<file path="config.mk">
export PLATFORM = sky130hd
export DESIGN_NAME = hazard_ctrl
export DESIGN_NICKNAME = d
export VERILOG_FILES = /design/src/rtl/ctrl_types.sv /design/src/rtl/load_use_detect.sv /design/src/rtl/hazard_ctrl.sv
export SDC_FILE = /design/constraint.sdc
export NUM_CORES = 1
export LEC_CHECK = 0
export ABC_AREA = 1
export CAP_MARGIN = 20
export CORE_ASPECT_RATIO = 1.4
export CORE_UTILIZATION = 52
export DETAILED_ROUTE_END_ITERATION = 16
export PLACE_DENSITY_LB_ADDON = 0.25
export RECOVER_POWER = 25
export SLEW_MARGIN = 0
export SYNTH_ARGS = -nofsm -noshare
export SYNTH_HDL_FRONTEND = slang
export SYNTH_SLANG_ARGS = --single-unit
</file>
<file path="constraint.sdc">
create_clock -name clk -period 8.9 [get_ports clk]
set_input_delay 1.78 -clock clk [delete_from_list [all_inputs] [get_ports clk]]
set_output_delay 1.78 -clock clk [all_outputs]
set_load 0.02 [all_outputs]
</file>
<file path="src/rtl/ctrl_types.sv">
`default_nettype none
// ============================================================================
// Module      : ctrl_types (package)
// Description : Shared types and widths for the pipeline sequencing control.
// Revision    : 1.0 - initial release
// ============================================================================
package ctrl_types;

  localparam int unsigned XLEN  = 32;
  localparam int unsigned REG_W = 5;

  // RUN     : normal sequencing
  // IWAIT   : instruction fetch miss outstanding
  // ISQUASH : fetch miss outstanding with a redirect waiting for it to finish
  typedef enum logic [1:0] {
    RUN     = 2'd0,
    IWAIT   = 2'd1,
    ISQUASH = 2'd2
  } hz_state_t;

endpackage
`default_nettype wire

</file>
<file path="src/rtl/load_use_detect.sv">
`default_nettype none
// ============================================================================
// Module      : load_use_detect
// Description : Combinational load-use hazard comparator between the ID
//               instruction's sources and the load currently in EX.
// Revision    : 1.0 - initial release
// ============================================================================
module load_use_detect
  import ctrl_types::*;
(
  input  logic [REG_W-1:0] ifid_rs1,
  input  logic [REG_W-1:0] ifid_rs2,
  input  logic             id_uses_rs1,
  input  logic             id_uses_rs2,
  input  logic             idex_mem_read,
  input  logic [REG_W-1:0] idex_rd,
  output logic             lu
);

  logic w_rs1_hit;
  logic w_rs2_hit;

  // x0 is never a real producer, so a load targeting it cannot create a hazard
  always_comb begin
    w_rs1_hit = id_uses_rs1 && (ifid_rs1 == idex_rd);
    w_rs2_hit = id_uses_rs2 && (ifid_rs2 == idex_rd);
    lu        = idex_mem_read && (idex_rd != '0) && (w_rs1_hit || w_rs2_hit);
  end

endmodule
`default_nettype wire

</file>
<file path="src/rtl/hazard_ctrl.sv">
`default_nettype none
// ============================================================================
// Module      : hazard_ctrl
// Description : Pipeline sequencing controller for the five-stage RV32I core.
//               Chooses register enables, bubbles and PC redirects, deferring
//               a redirect that lands during an outstanding fetch miss.
// Revision    : 1.0 - initial release
// ============================================================================
module hazard_ctrl
  import ctrl_types::*;
(
  input  logic             clk,
  input  logic             rst,
  input  logic [REG_W-1:0] ifid_rs1,
  input  logic [REG_W-1:0] ifid_rs2,
  input  logic             id_uses_rs1,
  input  logic             id_uses_rs2,
  input  logic             idex_mem_read,
  input  logic [REG_W-1:0] idex_rd,
  input  logic             ex_br_taken,
  input  logic [XLEN-1:0]  ex_br_target,
  input  logic             imem_read,
  input  logic             imem_resp,
  input  logic             dmem_access,
  input  logic             dmem_resp,
  output logic             load_pc,
  output logic             load_ifid,
  output logic             load_idex,
  output logic             load_exmem,
  output logic             load_memwb,
  output logic             flush_ifid,
  output logic             flush_idex,
  output logic             pc_redirect,
  output logic [XLEN-1:0]  pc_redirect_addr,
  output logic [XLEN-1:0]  stall_count,
  output logic [XLEN-1:0]  flush_count
);

  hz_state_t       state_q, state_d;
  logic [XLEN-1:0] target_q, target_d;
  logic [XLEN-1:0] stall_count_q, stall_count_d;
  logic [XLEN-1:0] flush_count_q, flush_count_d;

  logic w_lu;
  logic w_imiss;
  logic w_dfreeze;

  load_use_detect u_lu (
    .ifid_rs1      (ifid_rs1),
    .ifid_rs2      (ifid_rs2),
    .id_uses_rs1   (id_uses_rs1),
    .id_uses_rs2   (id_uses_rs2),
    .idex_mem_read (idex_mem_read),
    .idex_rd       (idex_rd),
    .lu            (w_lu)
  );

  assign w_imiss   = imem_read && !imem_resp;
  assign w_dfreeze = dmem_access && !dmem_resp;

  // Priority-ordered sequencing decision and FSM next state
  always_comb begin
    load_pc          = 1'b1;
    load_ifid        = 1'b1;
    load_idex        = 1'b1;
    load_exmem       = 1'b1;
    load_memwb       = 1'b1;
    flush_ifid       = 1'b0;
    flush_idex       = 1'b0;
    pc_redirect      = 1'b0;
    pc_redirect_addr = '0;
    state_d          = state_q;
    target_d         = target_q;

    if (rst) begin
      load_pc    = 1'b0;
      load_ifid  = 1'b0;
      load_idex  = 1'b0;
      load_exmem = 1'b0;
      load_memwb = 1'b0;
    end else if (w_dfreeze) begin
      // Whole pipe holds; EX re-presents any branch and the I-cache retries.
      load_pc    = 1'b0;
      load_ifid  = 1'b0;
      load_idex  = 1'b0;
      load_exmem = 1'b0;
      load_memwb = 1'b0;
    end else if (state_q == ISQUASH) begin
      // Keep squashing fetch until the stale fetch drains, then redirect.
      flush_ifid = 1'b1;
      if (imem_resp) begin
        pc_redirect      = 1'b1;
        pc_redirect_addr = target_q;
        state_d          = RUN;
      end else begin
        load_pc = 1'b0;
      end
    end else if (ex_br_taken) begin
      // Redirect wins over load-use: the ID instruction is squashed anyway.
      flush_ifid = 1'b1;
      flush_idex = 1'b1;
      if (!w_imiss) begin
        pc_redirect      = 1'b1;
        pc_redirect_addr = ex_br_target;
        state_d          = RUN;
      end else begin
        load_pc  = 1'b0;
        target_d = ex_br_target;
        state_d  = ISQUASH;
      end
    end else begin
      if (w_lu) begin
        load_pc    = 1'b0;
        load_ifid  = 1'b0;
        flush_idex = 1'b1;
      end else if (w_imiss) begin
        load_pc    = 1'b0;
        flush_ifid = 1'b1;
      end
      state_d = w_imiss ? IWAIT : RUN;
    end
  end

  // Performance counters, free-running and wrapping
  always_comb begin
    stall_count_d = stall_count_q + {{(XLEN-1){1'b0}}, ~load_pc};
    flush_count_d = flush_count_q + {{(XLEN-1){1'b0}}, pc_redirect};
  end

  // State, deferred target and counters
  always_ff @(posedge clk or posedge rst) begin
    if (rst) begin
      state_q       <= RUN;
      target_q      <= '0;
      stall_count_q <= '0;
      flush_count_q <= '0;
    end else begin
      state_q       <= state_d;
      target_q      <= target_d;
      stall_count_q <= stall_count_d;
      flush_count_q <= flush_count_d;
    end
  end

  assign stall_count = stall_count_q;
  assign flush_count = flush_count_q;

endmodule
`default_nettype wire

</file>
# Word-level counts from Yosys, hierarchy flattened
# Cells that the tools add are included.
[word_totals]
register_bits = 98
latchBits = 0
ram_bits = 0
rom_bits = 0
in_bits = 57
out_inout_bits = 104
wordCells = 66
memories = 0
[op_classes]
addsub = 2
multipliers = 0
div_mod_pow = 0
order_cmp = 0
n_eq_ne = 4
shift = 0
muxes = 40
bitwise_logic = 4
reduce_logical = 12
[ops]
columns = ["operator", "count"]
rows = [
  ["$mux W32", 6],
  ["$add A32 B1 Y32", 2],
  ["$mux W1", 30],
  ["$eq A5 B5 Y1", 2],
  ["$mux W2", 4],
  ["$logic_and A1 B1 Y1", 6],
  ["$reduce_and A5 Y1", 1],
  ["$reduce_bool A5 Y1", 1],
  ["$not A1 Y1", 4],
  ["$reduce_and A3 Y1", 1],
  ["$eq A2 B2 Y1 const B", 1],
  ["$logic_not A1 Y1", 2],
  ["$ne A2 B2 Y1 const B", 1],
  ["$logic_or A1 B1 Y1", 1],
]

# Depth between registers and ports, before layout
[depth]
ltp_word = 11
mapped_depth = 18
mapped_depth_nobuf = 18

# Hierarchy
# A second synthesis with hierarchy kept.
[hier_totals]
cells_unflattened = 791
hier_area_um2 = 5710.5
[by_module_without_submodules]
columns = ["mod", "instances", "cells_each", "area_each_um2", "seq_area_each_um2"]
rows = [
  ["hazard_ctrl", 1, 736, 5494.0, 2452.4],
  ["load_use_detect", 1, 55, 216.5, 0.0],
]

# Worst setup path before layout
# OpenSTA, ideal clock, no wires.
[synth_path]
path_type = "in2out"
from = "in rst"
to = "out pc_redirect_addr[12]"
arrival_time_ns = 5.463
required_time_ns = 7.120
slack_ns = 1.657
cell_stages = 6
path_buffers = 1
path_cell_list = "inv_1 o21ai_1 inv_1 nand2_2 buf_2 a211oi_1"
[synth_between]
elab_chain_cells = 1
[synth_rtl]
columns = ["item", "line_no", "rtl"]
rows = [
  ["start, declared", "hazard_ctrl.sv:13", "input logic rst,"],
  ["$mux W32", "hazard_ctrl.sv:75", "if (rst) begin"],
  ["end, declared", "hazard_ctrl.sv:34", "output logic [XLEN-1:0] pc_redirect_addr,"],
]
# No other way between the ends.

# Worst setup path after layout
[layout_path]
from = "in rst"
to = "out pc_redirect_addr[22]"
# Same word-level chain as after synthesis.

==> metrics.yaml <==
skew_ns: 0.006399
ant_nets: 0
p_clk_frac: 0.303
synthTopCellsByArea: "dfrtp_1 (44%), nand2_1 (9.8%), xor2_1 (6.0%)"
netSwitchingFraction: 0.3041
p_switching_uw: 378.1
clkTransAtPathRegs_ns: 0.06
initial_core_util: 0.5351
path_max_fanout: 54
num_vias: 5191
fin_crit_ns: 6.581
yosys_warnings: 0
power_uw: 1243
violations: "capacitance limit, slew limit"
crit_required_ns: 7.12
regArea_mm2: 0.002452
grt_pass1_wl_um: 22830
cts_root_buffer: "clkbuf_16"
seqPwrFrac: 0.452
htreeDepth: 3
cap_violations: 1
whs_ns: 0.4681
clock_sinks: 98
critical_path_class: "in2out"
hold_buffers: 0
nFillCells: 771
rows: 44
grtUsageMet3: 0.04241
cp-start-kind: "input pin"
dieArea_mm2: 0.01113
clk_path_buf_depth: 2
routed_wl_um: 14010
use_met1: 0.3274
die_h_um: 124.4
stdcell_area_mm2: 0.007560
drive_gt1_frac: 0.07314
hold_path_class: "reg2reg"
drtIter0Drc: 242
final_common_cell: "clkdlybuf4s50_1"
worst_pin_slew_ns: 2.406
tns_ns: 0
syn-num-nets: 744
port_buffers: 160
synth-seq-cells: 98
ctsResizeCount: 0
fin_crit_sh: 0.7394
max_freq_mhz: 152.0
vias_per_cell: 5.341
reg2regPathDepth: 10
final_cells: 972
grt_max_degree: 66
final_cell_mix: "clkdlybuf4s50_1 (150), nand2_1 (145), dfrtp_1 (98), inv_1 (76), nor2_1 (69)"
coreArea_mm2: 0.01041
track_usage: 0.2594
crit_arrival_ns: 4.80
p_per_area_mw_per_mm2: 164.5
gp_congestion: 0.9314
startpoint: "rst"
postCtsSetupBuffers: 0
place_hpwl_um: 10540
antenna_cells: 0
crit_path_end: "pc_redirect_addr[22]"
setup_viol: 0
drtPass1Iterations: 6
cp-end-kind: "output pin"
rsz0062_at_grt: "false"
synth_top_area_share: 0.4404
combinationalPowerShare: 0.245
ys_types: 33
avgSynthCellArea_um2: 8.152
gr-total-overflow: 0
reg2reg_slack_ns: 5.69
cts_tree: "yes"
layout.nets: 891
busiest_layer: "met2"
boundaryPins: 161
yosysSeqAreaShare: 0.4404
yosysTopAreaCell: "dfrtp_1"
maxSlewViolCount: 47
maxSlewHeadroom: -0.6042
die-width_um: 89.46
p_int_uw: 865.3
clk_latency_ns: 0.33
wl_per_cell_um: 14.41
remaining_drc_errors: 0
leakagePower_uw: 0.003443
syn_inst: 683
hold_viol: 0
cts_made_buffers: 9
status: "complete, but fails checks"
r2r-start: "state_q[0]$_DFFE_PP0P_"
irDropWorstVdd_mv: 0.1038
place_inst: 956
reg2reg_to: "flush_count[20]$_DFF_PP0_"
antenna_found_initial: 0
dpl_cell_area_mm2: 0.007249
netlist_area_mm2: 0.005568
first_global_vias: 4912
multi_input_area_mm2: 0.002674
area_growth_pct: 35.78
met2_usage: 0.4351
## worst min-delay path by stage
stage,start,end,slack [ns],cells after the start
global route,flush_count[31]$_DFF_PP0_,flush_count[31]$_DFF_PP0_,0.49,1
finish,stall_count[31]$_DFF_PP0_,stall_count[31]$_DFF_PP0_,0.47,1
CTS,stall_count[31]$_DFF_PP0_,stall_count[31]$_DFF_PP0_,0.48,1
detailed placement,stall_count[31]$_DFF_PP0_,stall_count[31]$_DFF_PP0_,0.47,1
floorplan,target_q[0]$_DFFE_PP0P_,target_q[0]$_DFFE_PP0P_,0.45,2
global placement,stall_count[31]$_DFF_PP0_,stall_count[31]$_DFF_PP0_,0.46,1
## sequential cells by signal, indices dropped and copies added, names as in the netlist
signal and cells:
state_q 2, flush_count 32, stall_count 32, target_q 32
## power groups by stage
stage	logic [µW]	clock network, µW	registers (µW)
final	305	377	562
after global routing	331	400	569
after CTS	309	382	562
after detailed placement	307	0	568
after global placement	298	0	565
after floorplan	138	0	589
## layout make-up
class,count,area share
clock buffers,12,0.03261
well taps,138,0.02284
clock inverters,3,0.005296
flip-flops and latches,98,0.3244
repair buffers,163,0.2196
multi-input cells,475,0.3537
inverters,83,0.04154
## stage by stage
| step | util | worst slack [ns] |
|---|---|---|
| 3_5_place_dp | 0.6967 | 2.450 |
| 4_1_cts | 0.7243 | 2.422 |
| 2_1_floorplan | - | 1.657 |
| 5_1_grt | 0.7266 | 1.999 |
| 3_3_place_gp | 0.6941 | 2.573 |
| 6_report | 0.7266 | 2.319 |
## cell usage after synthesis
library cell,n
a211oi_1,17
a21boi_0,1
a21oi_1,17
a31oi_1,32
and3_1,3
and3b_2,1
buf_2,9
buf_4,6
clkbuf_1,12
dfrtp_1,98
ha_1,4
inv_1,77
inv_2,6
nand2_1,145
nand2_2,4
nand2_4,1
nand3_1,16
nand3_2,5
nand3_4,2
nand3b_1,6
nand4_1,7
nand4_2,1
nor2_1,69
nor2_2,6
nor2_4,5
nor2_8,2
nor3_1,45
nor3_2,9
nor3_4,2
o21ai_0,13
o21ai_1,7
xnor2_1,17
xor2_1,38
## worst max-delay path: stages
cell and delay (ns):
dlygate4sd3_1 0.57, inv_4 0.48, o21ai_1 0.21, inv_1 0.23
nand2_2 0.42, a211oi_1 0.41, clkdlybuf4s50_1 0.67
## logic make-up after synthesis
group | Yosys count | synth area share
simple gates | 329 | 0.2903
buf+inv | 110 | 0.08022
flops | 98 | 0.4404
compound gates | 87 | 0.09348
xor+xnor | 55 | 0.08652
fa+ha+maj | 4 | 0.008989
## metal layers
layer,share of wire,wire length [µm]
met2,0.50,7020
met1,0.41,5775
met3,0.062,862
met4,0.025,346
met5,0,0
Note: power is estimated with default switching activity, not from simulation.
